$ cat src/rtl/sub_pkg.sv
// sub_pkg: shared FSM state encoding and width limits for the serial subtractor
package sub_pkg;
  typedef enum logic [1:0] {IDLE, SHIFT, DONE} state_t;
  localparam int MIN_WIDTH = 2;
endpackage

$ cat src/rtl/serial_subtractor_ctrl_cell.sv
// serial_subtractor_ctrl_cell: one-bit full subtractor built from two half subtractors
module half_subtractor (
  input  logic x,
  input  logic y,
  output logic d,
  output logic b
);
  assign d = x ^ y;
  assign b = ~x & y;
endmodule

module full_subtractor_cell (
  input  logic x,
  input  logic y,
  input  logic bin,
  output logic d,
  output logic bout
);
  logic w_d1, w_b1, w_b2;
  half_subtractor u_hs0 (.x(x), .y(y), .d(w_d1), .b(w_b1));
  half_subtractor u_hs1 (.x(w_d1), .y(bin), .d(d), .b(w_b2));
  assign bout = w_b1 | w_b2;
endmodule

$ cat src/rtl/serial_subtractor_ctrl.sv
// serial_subtractor_ctrl: bit-serial unsigned a-b, LSB first, one bit per clock
module serial_subtractor_ctrl
  import sub_pkg::*;
#(
  parameter int WIDTH = 8
) (
  input  logic             clk,
  input  logic             rst_n,
  input  logic             start,
  input  logic [WIDTH-1:0] a,
  input  logic [WIDTH-1:0] b,
  output logic             busy,
  output logic             done,
  output logic [WIDTH-1:0] diff,
  output logic             bor,
  output logic             zero
);
  localparam int CW = $clog2(WIDTH);
  state_t           r_state, w_next;
  logic [WIDTH-1:0] r_a, r_b, r_res, r_diff, w_res;
  logic [CW-1:0]    r_cnt;
  logic             r_bin, r_bor, r_zero, w_d, w_bout, w_last, w_load;
  full_subtractor_cell u_cell (.x(r_a[0]), .y(r_b[0]), .bin(r_bin), .d(w_d), .bout(w_bout));
  assign w_res  = {w_d, r_res[WIDTH-1:1]};
  assign w_last = r_cnt == CW'(WIDTH - 1);
  assign w_load = start && r_state != SHIFT;
  always_comb begin
    w_next = r_state;
    w_next = (r_state == SHIFT) ? (w_last ? DONE : SHIFT) : (start ? SHIFT : IDLE);
  end
  always_ff @(posedge clk or negedge rst_n) begin
    if (!rst_n) r_state <= IDLE;
    else        r_state <= w_next;
  end
  // Result registers update only on the final bit so they hold during SHIFT
  always_ff @(posedge clk or negedge rst_n) begin
    if (!rst_n) begin
      r_a    <= '0;
      r_b    <= '0;
      r_res  <= '0;
      r_bin  <= 1'b0;
      r_cnt  <= '0;
      r_diff <= '0;
      r_bor  <= 1'b0;
      r_zero <= 1'b0;
    end else if (w_load) begin
      r_a   <= a;
      r_b   <= b;
      r_bin <= 1'b0;
      r_cnt <= '0;
    end else if (r_state == SHIFT) begin
      r_a   <= r_a >> 1;
      r_b   <= r_b >> 1;
      r_res <= w_res;
      r_bin <= w_bout;
      r_cnt <= r_cnt + 1'b1;
      if (w_last) begin
        r_diff <= w_res;
        r_bor  <= w_bout;
        r_zero <= w_res == '0;
      end
    end
  end
  assign busy = r_state == SHIFT;
  assign done = r_state == DONE;
  assign diff = r_diff;
  assign bor  = r_bor;
  assign zero = r_zero;
endmodule

$ cat config.mk
export PLATFORM = sky130hd
export DESIGN_NAME = serial_subtractor_ctrl
export DESIGN_NICKNAME = d
export VERILOG_FILES = /design/src/rtl/sub_pkg.sv /design/src/rtl/serial_subtractor_ctrl_cell.sv /design/src/rtl/serial_subtractor_ctrl.sv
export SDC_FILE = /design/constraint.sdc
export NUM_CORES = 1
export LEC_CHECK = 0
export CAP_MARGIN = 20
export CORE_MARGIN = 3
export CORE_UTILIZATION = 30
export DETAILED_ROUTE_END_ITERATION = 7
export PLACE_DENSITY = 0.52
export SLEW_MARGIN = 20
export SYNTH_ARGS = -nofsm -noshare
export SYNTH_HDL_FRONTEND = slang
export SYNTH_SLANG_ARGS = --single-unit
$ cat constraint.sdc
create_clock -name clk -period 1.31 [get_ports clk]
set_input_delay 0.262 -clock clk [delete_from_list [all_inputs] [get_ports clk]]
set_output_delay 0.262 -clock clk [all_outputs]
set_load 0.05 [all_outputs]
Yosys cells after proc, flatten, opt, wreduce, memory -nomap -nowiden:

Index checks and enable logic that the tools add are counted.

* register bits: 40
* bits in latches: 0
* memory bits (writable): 0
* bits in read-only memories: 0
* input port bits: 19
* output and inout port bits: 12
* word-level logic and storage cells: 38
* memories: 0

* $add $sub $neg: 1
* multipliers: 0
* divide/modulo/power cells: 0
* order comparisons: 0
* equal/unequal tests: 4
* shifts and indexed selects: 0
* muxes and demuxes: 11
* bitwise operators: 8
* reduce and logical (&&, ||, !) cells: 5

Operators by type and width (count)
* 8-bit two-way mux: 4
* 8-bit logical NOT: 1
* 3-bit two-way mux: 2
* 2-bit two-way mux: 2
* 3-bit by 1-bit adder with 3-bit output (second input constant): 1
* 3-bit == test (second input constant): 1
* 1-bit two-way mux: 3
* 1-bit inverter: 3
* 3-bit AND reduction: 1
* 1-bit AND: 2
* 2-bit by 1-bit == test with 1-bit output (second input constant): 1
* 2-bit == test (second input constant): 1
* 2-bit by 1-bit != test with 1-bit output (second input constant): 1
* 2-bit AND reduction: 1
* 2-bit nonzero test: 1
* 1-bit XOR: 2
* 1-bit logical AND: 1
* 1-bit OR: 1

Logic depth before layout (Yosys ltp):

Gate-level depths: netlist (run 1).

* depth in word-level cells: 6
* gate-level depth with buffers: 6
* gate-level depth less buffers: 5

By module:

From an unflattened synthesis (run 1), not the netlist that was laid out.

* cells, all modules: 139
* area total of the unflattened synthesis: 1722.9 um2

Modules (own cells, without submodules)
* serial_subtractor_ctrl: times used 1, cells each 132, area an instance 1676.6 um2, sequential area each 975.9 um2
* half_subtractor: times used 2, cells each 3, area an instance 20.0 um2, sequential area each 0.0 um2
* full_subtractor_cell: times used 1, cells each 1, area an instance 6.3 um2, sequential area each 0.0 um2

Least setup slack after synthesis (run 1):

Ideal clock, no wire load.

* path kind: register to register
* from: register r_cnt[0]
* to: register r_diff[3] (netlist: diff[3])
* setup time: 125 ps
* arrival time: 1301 ps
* required time: 1185 ps
* path slack: -115 ps
* cell stages (with the launch flop): 6
* path buffers: 1
* path through: dfrtp_1 > ha_1 > ha_1 > nand3b_4 > buf_6 > mux2_2

* longest elaborated chain between the ends: 2

Ends and longest elaborated chain
* start, declared: line serial_subtractor_ctrl.sv:21 `logic [CW-1:0] r_cnt;`
* start signal, assigned: line serial_subtractor_ctrl.sv:56 `r_cnt <= r_cnt + 1'b1;`
* 3-bit == test: line serial_subtractor_ctrl.sv:25 `assign w_last = r_cnt == CW'(WIDTH - 1);`
* 3-bit AND reduction (no source line)
* end signal, assigned: line serial_subtractor_ctrl.sv:58 `r_diff <= w_res;`
* end, declared: line serial_subtractor_ctrl.sv:20 `logic [WIDTH-1:0] r_a, r_b, r_res, r_diff, w_res;`

No other way between the ends.
A chain may end at the register's enable or synchronous reset.

Final worst setup path (run 1):

* from: register r_state[1]
* to: output port busy

* longest elaborated chain between the ends: 1

Ends and longest elaborated chain
* start, declared: line serial_subtractor_ctrl.sv:19 `state_t r_state, w_next;`
* start signal, assigned: line serial_subtractor_ctrl.sv:33 `else r_state <= w_next;`
* 2-bit by 1-bit == test with 1-bit output: line serial_subtractor_ctrl.sv:64 `assign busy = r_state == SHIFT;`
* end, declared: line serial_subtractor_ctrl.sv:12 `output logic busy,`

No other way between the ends.

==> results_dict.tcl, run 1 <==
set metrics [dict create \
    status "finished with violations" \
    violations "negative setup slack" \
    ys.flop_type "dfrtp_1" \
    grt_pass1_wl_um 5920 \
    hold_viol 0 \
    drv_cap 0 \
    leakagePower_nw 1.18 \
    setup_viol 13 \
    rsz0062_at_grt "true" \
    rr_startpoint "r_cnt[0]" \
    ys_types 20 \
    port_buffers 30 \
    antenna_found_initial 0 \
    cts_tree "yes" \
    io_pins 31 \
    nets 208 \
    synth_edf_count 0 \
    hold_ws_ns 0.465 \
    wirelength_um 3380 \
    drtIter0Drc 15 \
    gp_congestion 0.709 \
    die_area_mm2 0.00662 \
    cp-end-kind "output pin" \
    die_h_um 81.4 \
    rows 26 \
    start_util 0.321 \
    path_class "reg -> out" \
    drt_pass1_iterations 2 \
    ys_top_cells_by_area "dfrtp_1 57%, mux2i_1 9.4%, mux2_2 8.6%, o21ai_0 5.3%, nand2_1 4.2%" \
    slew_headroom 0.816 \
    seq_area_frac_synth 0.573 \
    netlist_instances 135 \
    syn-num-nets 157 \
    drtAntennaViolNets 0 \
    antenna_cells 0 \
    synth-seq-cells 39 \
    area_delta_synth_final_pct 46.7 \
    cts.sinks 39 \
    fin_crit_sh 1.06 \
    pre_cts_ws_ns -0.184 \
    vias 1169 \
    ir_worst_vdd_mv 0.970 \
    hold_class "in -> async" \
    crit_top_cell "buf_12" \
    cts_root_buffer "clkbuf_8" \
    reg2reg_slack_ns -0.04 \
    dpl.cell_count 240 \
    fp.dieW_um 81.4 \
    crit_fanout 3 \
    drv_slew 0 \
    synth_top_area_frac 0.573 \
    numCtsBuffers 5 \
    post_route_cells_drive_above_1_share 0.342 \
    skew_ns 0.00473 \
    cp.buffers_inverters 2 \
    vias_per_cell 4.55 \
    grt_pass1_vias 1282 \
    avgSynthCellArea_um2 12.6 \
    fin_ws_ns -0.0762 \
    start_kind "flop" \
    worst_ep_required_time_ns 1.05 \
    dp_hpwl_um 2200 \
    p_total_mw 6.34 \
    clk_latency_ns 0.29 \
    coreArea_mm2 0.00530 \
    wire_per_inst_um 13.2 \
    grt_start_max_net_pins 40 \
    final_cells 257 \
    powerDensity_mw_per_mm2 2540 \
    synthTopCellsByCount "39 x dfrtp_1, 19 x nand2_1, 18 x o21ai_0" \
    path_clk_slew_ns 0.07 \
    cp.arrival_ns 1.12 \
    slowest_stage "dfrtp_1" \
    utilization 0.471 \
    htree_num_levels 2 \
    grt_overflow 0 \
    critPathMaxStageDelay_ns 0.42 \
    synthArstFlopShare 1.00 \
    ys_warn_count 0 \
    critPathTopFamily "flip-flops" \
    clockBufferDepth 2 \
    grt_usage 0.120 \
    layout_min_cycle_time_ns 1.39 \
    max_slew.worst_pin.slew_ns 0.273 \
    startpoint "r_state[1]" \
    drc 0 \
    fillers 480 \
    synthesis.area_mm2 0.00170 \
    yosysTopAreaCell "dfrtp_1" \
    path_cells "nor2b_4 -> buf_12 -> buf_12" \
    synth_most_common_cell "dfrtp_1" \
    fmaxAchievable_mhz 721 \
]
## metal layers
metal / GRT usage / wire (um) / part of all wire / vias up
li1: - / - / - / 560
met1: 0.140 / 1490 / 0.44 / 573
met2: 0.203 / 1650 / 0.49 / 30
met3: 0.0455 / 196 / 0.058 / 6
met4: 0.0355 / 44 / 0.013 / 0
met5: 0 / 0 / 0 / -
## timing repair
| action | 4_1_cts | 5_1_grt |
|---|---|---|
| pin swaps | 4 | 0 |
| gates cloned | 2 | 0 |
| endpoints found under the hold margin | 39 | 0 |
| setup endpoints to repair | 14 | 24 |
| hold buffers | 1 | 0 |
| setup buffers | 7 | 0 |
| resized for setup | 9 | 2 |
## area by class of cell
cell class / count / area, um2 / area share
Timing Repair Buffer: 51 / 617 / 0.247
Multi-Input combinational cell: 86 / 727 / 0.291
Clock buffer: 7 / 76.3 / 0.0305
Sequential cell: 39 / 976 / 0.390
Inverter: 3 / 11.3 / 0.00450
Clock inverter: 1 / 5.00 / 0.00200
Tap cell: 70 / 87.6 / 0.0350
## power breakdown
group / leakage (nW) / total, mW / switching [mW] / internal (mW)
Sequential: 0.490 / 2.20 / 0.439 / 1.76
Combinational: 0.650 / 3.36 / 1.51 / 1.85
Clock: 0.0422 / 0.776 / 0.402 / 0.374
## through the flow
| step | instance area, um2 | TNS (ns) |
|---|---|---|
| floorplan | 1740 | -0.225 |
| global placement | 2310 | -1.55 |
| detailed placement | 2310 | -2.04 |
| CTS | 2530 | -0.525 |
| global route | 2500 | -1.26 |
| finish | 2500 | -0.415 |
## sequential cells by signal, summed over array words and instances, names as in the netlist
name and flops:
bor 1, diff 8, r_a 8, r_b 8
r_bin 1, r_cnt 3, r_res 7, r_state 2
zero 1
## path summary, 6_finish.rpt
check | endpoint | cells after the start
min in group clk | r_b[3] | 2
worst min-delay path | diff[2] | 3
worst max register to register | diff[1] | 4
worst min register to register | r_b[3] | 2
worst max-delay path | busy | 3
max in group asynchronous | r_state[0] | 3
## cells in the final DEF, fill, tap and decap left out
cell | Yosys | routed
nor2_1 | 4 | 4
and2b_1 | 1 | 1
o21ai_0 | 18 | 16
nor2b_4 | 1 | 1
clkinv_2 | 0 | 1
ha_4 | 0 | 1
fa_2 | 0 | 1
nor4_2 | 0 | 1
buf_6 | 3 | 1
buf_12 | 0 | 15
mux2_2 | 13 | 5
buf_2 | 2 | 1
inv_2 | 0 | 2
clkdlybuf4s50_1 | 0 | 17
o31ai_1 | 1 | 1
nor4_1 | 2 | 1
ha_2 | 0 | 1
clkbuf_1 | 0 | 2
nand3b_4 | 1 | 2
dlygate4sd3_1 | 0 | 1
dfrtp_1 | 39 | 39
inv_1 | 3 | 1
mux2_4 | 3 | 11
nand2b_1 | 3 | 3
clkbuf_8 | 0 | 5
nand2_1 | 19 | 19
o21ai_1 | 0 | 2
mux2i_1 | 16 | 16
buf_4 | 2 | 16
## cell families after synthesis
logic type | synth area share
buffers and inverters | 0.0440
muxes | 0.206
DFF | 0.573
adders and majority gates | 0.0264
AOI/OAI and AO/OA | 0.0573
and+or+nand+nor | 0.0932
## worst register-to-register path, cell delays in order (launching register included)
cell and delay, ns:
dfrtp_1 0.39, ha_2 0.20, ha_4 0.18, nand3b_4 0.15, mux2_4 0.32
Power figures use the tool's default switching activity.
==> inputs of run 2 (changes only) <==
--- a/constraint.sdc
+++ b/constraint.sdc
@@ -3,2 +3,2 @@
 set_output_delay 0.262 -clock clk [all_outputs]
-set_load 0.05 [all_outputs]
+set_load 0.1 [all_outputs]
==> run 2 against run 1 <==
  * The flow still finishes with violations (negative setup slack)
  * Final area shrank 1.1%
  * Clock skew grew 0.0085 ns
  * Final cell count shrank 1.2%
  * Via count shrank 3.3%
  * Sequential power is essentially flat
  * Die area is the same
  * Critical path depth is the same
  * Flip-flop and latch count is the same
  * Register-to-register slack lost 0.02 ns
  * Fmax shrank 0.64%
  * Worst hold slack lost 0.031 ns
  * Worst setup slack lost 0.0090 ns
==> results_dict.tcl, run 2 (synthesized netlist as in run 1, its figures left out) <==
set metrics [dict create \
    crit_fanout 4 \
    fin_ws_ns -0.0852 \
    drv_slew 0 \
    cts.sinks 39 \
    rsz0062_at_grt "true" \
    antenna_found_initial 0 \
    path_cells "nor2b_4 -> buf_12 -> buf_12" \
    antenna_cells 0 \
    coreArea_mm2 0.00530 \
    crit_top_cell "buf_12" \
    drt_pass1_iterations 4 \
    vias_per_cell 4.45 \
    hold_class "in -> async" \
    vias 1130 \
    worst_ep_required_time_ns 1.05 \
    postLayoutCellArea_mm2 0.00247 \
    post_route_cells_drive_above_1_share 0.342 \
    layout_min_cycle_time_ns 1.40 \
    hold_viol 0 \
    violations "negative setup slack" \
    critPathTopFamily "flip-flops" \
    grt_pass1_vias 1155 \
    grt_pass1_wl_um 5580 \
    cp.buffers_inverters 2 \
    skew_ns 0.0133 \
    gp_congestion 0.738 \
    start_util 0.321 \
    die_area_mm2 0.00662 \
    leakagePower_nw 1.15 \
    drc 0 \
    power_frac_clock 0.113 \
    grt_usage 0.111 \
    cts_root_buffer "clkbuf_8" \
    port_buffers 30 \
    cts_tree "yes" \
    layout_commonest_cell "dfrtp_1" \
    start_kind "flop" \
    critPathMaxStageDelay_ns 0.41 \
    htree_num_levels 2 \
    clk_latency_ns 0.29 \
    numCtsBuffers 5 \
    setup_viol 15 \
    drv_cap 0 \
    wirelength_um 3220 \
    die_h_um 81.4 \
    place_area_mm2 0.00229 \
    sw_frac_of_total 0.422 \
    drtIter0Drc 40 \
    powerDensity_mw_per_mm2 2800 \
    io_pins 31 \
    rows 26 \
    layout_common_cells "39 x dfrtp_1, 19 x nand2_1, 17 x o21ai_0, 17 x clkdlybuf4s50_1, 16 x mux2i_1" \
    ir_worst_vdd_mv 1.60 \
    slowest_stage "dfrtp_1" \
    tns_ns -0.696 \
    drtAntennaViolNets 0 \
    clockBufferDepth 2 \
    grt_start_max_net_pins 24 \
    cp.arrival_ns 1.13 \
    status "finished with violations" \
    p_switching_mw 2.92 \
    wire_per_inst_um 12.7 \
    path_clk_slew_ns 0.08 \
    fp.dieW_um 81.4 \
    p_comb_frac 0.571 \
    path_class "reg -> out" \
    area_delta_synth_final_pct 45.1 \
    fin_crit_sh 1.07 \
    dp_hpwl_um 2190 \
    seqPwrFrac 0.316 \
    slew_headroom 0.716 \
    fmaxAchievable_mhz 717 \
    max_slew.worst_pin.slew_ns 0.425 \
    nets 205 \
    grt_overflow 0 \
    cp-end-kind "output pin" \
    intPower_mw 4.01 \
]
-- run 2: timing repair --
action / CTS / global route
endpoints found under the setup margin: 13 / 32
pin swaps: 0 / 1
hold buffers: 1 / 0
resized for setup: 4 / 4
hold endpoints to repair: 16 / 0
gates cloned: 1 / 0
buffers inserted: 4 / 1
-- run 2: worst register-to-register path, delay by kind of cell (launching register included) --
kind / cells / cell delay, ns
and+or+nand+nor: 1 / 0.16
adders and majority gates: 2 / 0.36
DFF: 1 / 0.39
muxes: 1 / 0.35
-- run 2: cell type report --
class	instances	area [um2]
Sequential cell	39	976
Fill cell	495	2830
Inverter	3	11.3
Timing Repair Buffer	49	631
Multi-Input combinational cell	85	682
Tap cell	70	87.6
Clock inverter	2	12.5
Clock buffer	6	72.6
-- run 2: worst paths after layout --
| kind | slack [ns] | cells after the start | start | end |
|---|---|---|---|---|
| max | -0.09 | 3 | r_state[1] | busy |
| min | 0.43 | 2 | rst_n | r_a[7] |
| max reg2reg | -0.06 | 4 | r_cnt[1] | diff[0] |
| min reg2reg | 0.49 | 2 | r_b[3] | r_b[2] |
| max in group asynchronous | 0.41 | 3 | rst_n | r_res[1] |
| min in group clk | 0.49 | 2 | r_b[3] | r_b[2] |
-- run 2: power by group through the flow --
| stage | Sequential, mW | Clock (mW) | Combinational, mW |
|---|---|---|---|
| final | 2.19 | 0.783 | 3.95 |
| after global routing | 2.27 | 0.864 | 4.23 |
| after floorplan | 3.08 | 0 | 1.50 |
| after CTS | 2.18 | 0.818 | 3.97 |
| after global placement | 2.20 | 0 | 3.58 |
| after detailed placement | 2.21 | 0 | 3.64 |
-- run 2: stage by stage --
step	hold slack (ns)	utilization	std cells	setup slack, ns	total power, mW
2_1_floorplan	-0.0336	-	135	-0.0535	4.58
3_3_place_gp	0.219	0.431	239	-0.0908	5.77
3_5_place_dp	0.232	0.431	239	-0.113	5.85
4_1_cts	0.438	0.463	253	-0.103	6.97
5_1_grt	0.470	0.466	254	-0.137	7.37
6_report	0.434	0.466	254	-0.0852	6.93
-- run 2: per-layer routing --
metal	GRT usage	vias to the layer above	routed length, um
met1	0.143	542	1510
met5	0	-	0
met3	0.0488	2	232
met2	0.170	33	1470
met4	0.0253	0	4
li1	-	553	-
